[src/rtl/fx2fl_conv_arbiter.sv]
// fx2fl_conv_arbiter: round-robin sharing of one Q16.16-to-float32 converter with a registered valid/ready output stage
module fixedp2floatp (
  input  logic [31:0] fixed,
  output logic [31:0] fp
);
  logic [31:0] mag, sh;
  logic [4:0]  p;
  logic        rnd;
  // normalise magnitude to bit 31, round to nearest even on the 8 dropped bits
  always_comb begin
    mag = fixed[31] ? -fixed : fixed;
    p = '0;
    for (int i = 0; i < 32; i++) if (mag[i]) p = i[4:0];
    sh = mag << (5'd31 - p);
    rnd = sh[7] && ((|sh[6:0]) || sh[8]);
    fp = (mag == '0) ? '0 : {fixed[31], 8'(p) + 8'd111, sh[30:8]} + 32'(rnd);
  end
endmodule

module fx2fl_conv_arbiter #(
  parameter int NUM_REQ = 4,
  parameter int ID_W = $clog2(NUM_REQ),
  parameter int CNT_W = 16
) (
  input  logic                  clk,
  input  logic                  rst_n,
  input  logic [NUM_REQ-1:0]    req_valid,
  input  logic [32*NUM_REQ-1:0] req_fixed,
  output logic [NUM_REQ-1:0]    req_ready,
  output logic                  out_valid,
  output logic [31:0]           out_float,
  output logic [ID_W-1:0]       out_id,
  input  logic                  out_ready,
  output logic [CNT_W-1:0]      conv_count
);
  typedef enum logic {EMPTY, FULL} state_t;
  state_t           state, state_n;
  logic [ID_W-1:0]  ptr, g;
  logic             any, can_accept, acc;
  logic [31:0]      conv;

  fixedp2floatp u_conv (.fixed(req_fixed[32*g +: 32]), .fp(conv));

  // first valid requester at or after the pointer, wrapping around
  always_comb begin
    g = '0;
    any = 1'b0;
    for (int k = 0; k < NUM_REQ; k++)
      if (!any && req_valid[(int'(ptr) + k) % NUM_REQ]) begin
        any = 1'b1;
        g = ID_W'((int'(ptr) + k) % NUM_REQ);
      end
  end

  // grant handshake and output-stage next state
  always_comb begin
    can_accept = (state == EMPTY) || out_ready;
    req_ready = (rst_n && any && can_accept) ? NUM_REQ'(1) << g : '0;
    acc = |(req_valid & req_ready);
    state_n = acc ? FULL : (out_ready ? EMPTY : state);
  end

  // output register, pointer advance on acceptance, consumption counter
  always_ff @(posedge clk) begin
    if (!rst_n) begin
      state <= EMPTY;
      ptr <= '0;
      out_float <= '0;
      out_id <= '0;
      conv_count <= '0;
    end else begin
      state <= state_n;
      if (acc) begin
        out_float <= conv;
        out_id <= g;
        ptr <= (g == ID_W'(NUM_REQ - 1)) ? '0 : g + 1'b1;
      end
      if (state == FULL && out_ready) conv_count <= conv_count + 1'b1;
    end
  end

  assign out_valid = (state == FULL);
endmodule

[config.mk]
export PLATFORM = sky130hd
export DESIGN_NAME = fx2fl_conv_arbiter
export DESIGN_NICKNAME = d
export VERILOG_FILES = /design/src/rtl/fx2fl_conv_arbiter.sv
export SDC_FILE = /design/constraint.sdc
export NUM_CORES = 1
export LEC_CHECK = 0
export CAP_MARGIN = 20
export CORE_MARGIN = 4
export CORE_UTILIZATION = 53
export CTS_CLUSTER_DIAMETER = 150
export DETAILED_ROUTE_END_ITERATION = 16
export PLACE_DENSITY = 0.82
export SYNTH_ARGS = -nofsm -noshare
export SYNTH_HDL_FRONTEND = slang
export SYNTH_SLANG_ARGS = --single-unit
[constraint.sdc]
create_clock -name clk -period 15.4 [get_ports clk]
set_clock_uncertainty 0.05 [all_clocks]
set_input_delay 2.31 -clock clk [delete_from_list [all_inputs] [get_ports clk]]
set_output_delay 2.31 -clock clk [all_outputs]
set_load 0.1 [all_outputs]
==> reports/summary.json <==
{
  "synthesis": {
    "top_post_synthesis_cells_by_count": "sky130_fd_sc_hd__nand3_1, sky130_fd_sc_hd__nand2_1, sky130_fd_sc_hd__o21ai_0",
    "async_flop_share": 0,
    "netlist_area_um2": 9060,
    "yosys.cell_count.top_type": "sky130_fd_sc_hd__nand3_1",
    "synth_flop_cell": "sky130_fd_sc_hd__dfxtp_1",
    "netlist_top_cells_area": "sky130_fd_sc_hd__dfxtp_1, sky130_fd_sc_hd__nand3_1, sky130_fd_sc_hd__nand2_1, sky130_fd_sc_hd__o21ai_0, sky130_fd_sc_hd__xnor2_1",
    "yosysUniqueCellTypes": 103,
    "syn_area_per_cell_um2": 6.99,
    "netlist.top_cell.by_area": "sky130_fd_sc_hd__dfxtp_1",
    "synth_sequential_area_ratio": 0.117,
    "syn_inst": 1296,
    "synth-edff-count": 0,
    "synth_top_area_share": 0.117,
    "yosysWarningCount": 0,
    "synth.net_count": 1439,
    "flops_latches_synth": 53
  },
  "place": {
    "globalplace.congestion": 1.05,
    "dpl-instance-area_um2": 10900,
    "buffer_ports.inserted": 189,
    "post-dp-hpwl_um": 27000
  },
  "clock_tree": {
    "cts_resized": 0,
    "clock_buffer_depth": 2,
    "clockRootBuffer": "sky130_fd_sc_hd__clkbuf_16",
    "insertion_delay_ps": 300,
    "cts_tree": "yes",
    "ctsHoldBuffers": 0,
    "numCtsBuffers": 5,
    "cts_max_level": 2,
    "clkTransAtPathRegs_ps": 80,
    "clock-sinks": 53,
    "postCtsSetupBuffers": 0
  },
  "sta": {
    "timing.final.hold_violations": 0,
    "report.final.slew_viol_count": 0,
    "max_slew_margin": 0.249,
    "clock.fmax_ghz": 0.0875,
    "period_needed_ps": 11430,
    "rsz0062_at_grt": "no",
    "setup_total_negative_slack_ps": 0,
    "layout_worst_path_cycle_share": 0.742,
    "final-setup-viol-count": 0,
    "slew_at_the_pin_closest_to_its_max_slew_limit_ps": 1110
  },
  "floorplan": {
    "pin_count": 190,
    "die_area_um2": 19300,
    "core_region_area_um2": 16600,
    "floorplan.die.width_um": 139,
    "rows": 47,
    "floorplan.die.height_um": 139,
    "initial_core_util": 0.544
  },
  "detailed_routing": {
    "vias": 11565,
    "drtIter0Drc": 1468,
    "detail_route.vias_per_cell": 7.11,
    "route.detailed.wl_per_inst_um": 22.0,
    "first_pass_detailed_route_iteration_total": 9,
    "ant_nets": 0,
    "totalWireLength_um": 35700,
    "drt_drc_violations_left": 0
  },
  "finish": {
    "final_nets": 1548,
    "drive_above_1_share": 0.0754,
    "antenna-diode-count": 0,
    "final_instance_area_um2": 11100,
    "syn2layout_area_growth_pct": 22.4
  },
  "setup_path": {
    "worstPathMaxFanout": 57,
    "worst_ep_required_time_ps": 15570,
    "start_kind": "input pin",
    "critPathCaptureType": "flip-flop",
    "crit_type": "in2reg",
    "timing.critical_path.arrival_ps": 11590
  },
  "global_routing": {
    "grt_first_pass_wirelength_um": 56400,
    "antenna_found_initial": 0,
    "grt.overflow.total": 0,
    "vias_in_the_first_global_route": 10489,
    "grtUsageTotal": 0.344,
    "grt_max_degree": 58
  },
  "power": {
    "max-vdd-ir-drop_mv": 0.181,
    "static_leakage_nw": 3.97,
    "powerDensity_nw_per_um2": 202
  },
  "min_path": {
    "min_path_type": "reg2reg"
  },
  "job": {
    "max_cap_viol_count": 0
  },
  "run_status": {
    "outcome": "complete, no violations"
  }
}
[layout by cell type (no fill, tap or decap), types with 11 or more instances in the layout]
cell type / n
sky130_fd_sc_hd__nand3_1: 144
sky130_fd_sc_hd__o211ai_1: 14
sky130_fd_sc_hd__a21oi_1: 47
sky130_fd_sc_hd__nor4_1: 27
sky130_fd_sc_hd__xnor2_1: 46
sky130_fd_sc_hd__o21ai_0: 81
sky130_fd_sc_hd__nand2b_1: 12
sky130_fd_sc_hd__nand2_1: 118
sky130_fd_sc_hd__clkdlybuf4s50_1: 189
sky130_fd_sc_hd__a21o_1: 11
sky130_fd_sc_hd__xor2_1: 18
sky130_fd_sc_hd__nor2b_1: 15
sky130_fd_sc_hd__nand4_1: 26
sky130_fd_sc_hd__a22oi_1: 22
sky130_fd_sc_hd__a32o_1: 15
sky130_fd_sc_hd__nor3_1: 46
sky130_fd_sc_hd__a22o_1: 12
sky130_fd_sc_hd__buf_4: 22
sky130_fd_sc_hd__mux2i_1: 37
sky130_fd_sc_hd__a211oi_1: 41
sky130_fd_sc_hd__and3_1: 32
sky130_fd_sc_hd__and2_1: 40
sky130_fd_sc_hd__dfxtp_1: 53
sky130_fd_sc_hd__a31oi_1: 20
sky130_fd_sc_hd__mux2_2: 12
sky130_fd_sc_hd__nor2_1: 58
[path summary, 6_finish.rpt]
| kind | from | endpoint | slack, ps | depth (start not counted) |
|---|---|---|---|---|
| max | req_valid[1] | out_float[24] | 3970 | 26 |
| min | out_float[14] | out_float[14] | 420 | 1 |
| max reg2reg | ptr[1] | out_float[24] | 6200 | 25 |
| min reg2reg | out_float[14] | out_float[14] | 420 | 1 |
[metal layers]
layer / vias up / routed length [um] / track usage
li1: 5240 / - / -
met1: 5382 / 14000 / 0.461
met2: 832 / 16400 / 0.572
met3: 111 / 4190 / 0.0597
met4: 0 / 1060 / 0.0984
met5: - / 0 / 0
[final cells by class]
cell class	instances	area (um^2)
fillers	1516	5550
multi-input cells	1119	7480
clock inverters	3	26.3
inverters	14	57.6
clock buffers	5	125
well taps	220	275
flip-flops and latches	53	1060
repair buffers	212	2060
[stage by stage]
step	cells	total power [mW]	util	hold WS (ps)	setup slack, ps
after floorplan	1296	1.57	-	395	6800
after global placement	1617	2.02	0.657	400	4130
after detailed placement	1617	2.04	0.657	408	3780
after CTS	1625	2.16	0.666	429	4050
after global routing	1626	2.35	0.666	455	3340
final	1626	2.24	0.666	424	3970
[power breakdown]
group / internal [mW] / switching, mW / leakage (nW)
clock: 0.0615 / 0.0553 / 0.0680
sequential: 0.168 / 0.0179 / 0.433
combinational: 0.620 / 1.31 / 3.47
[critical path: stages]
cell	delay, ps
sky130_fd_sc_hd__clkdlybuf4s50_1	540
sky130_fd_sc_hd__nand2b_1	230
sky130_fd_sc_hd__o211ai_1	190
sky130_fd_sc_hd__buf_4	480
sky130_fd_sc_hd__nand2_1	580
sky130_fd_sc_hd__a211oi_1	440
sky130_fd_sc_hd__or2_2	200
sky130_fd_sc_hd__ha_1	460
sky130_fd_sc_hd__o311ai_0	330
sky130_fd_sc_hd__nor4b_1	420
sky130_fd_sc_hd__nor3_1	160
sky130_fd_sc_hd__o32a_1	300
sky130_fd_sc_hd__o311ai_0	480
sky130_fd_sc_hd__a21oi_1	150
sky130_fd_sc_hd__or4b_1	620
sky130_fd_sc_hd__nand2_2	80
sky130_fd_sc_hd__buf_4	420
sky130_fd_sc_hd__inv_2	440
sky130_fd_sc_hd__mux2i_1	310
sky130_fd_sc_hd__or4b_4	610
sky130_fd_sc_hd__a211oi_2	330
sky130_fd_sc_hd__nand3_2	220
sky130_fd_sc_hd__nor4b_2	450
sky130_fd_sc_hd__nand4b_2	290
sky130_fd_sc_hd__mux2_1	390
sky130_fd_sc_hd__o211ai_1	100
[registers in the layout, summed over array words and instances, names as in the netlist]
register    count
conv_count     16
out_float      32
out_id          2
out_valid       1
ptr             2
[logic make-up after synthesis]
family / share of synthesized area
AO/OA/AOI/OAI: 0.333
XOR/XNOR: 0.0655
adder cells (fa/ha/maj): 0.0110
buffers and inverters: 0.0619
flip-flops: 0.117
multiplexers: 0.0583
AND/OR/NAND/NOR: 0.354
Note: power is estimated with default switching activity, not from simulation.
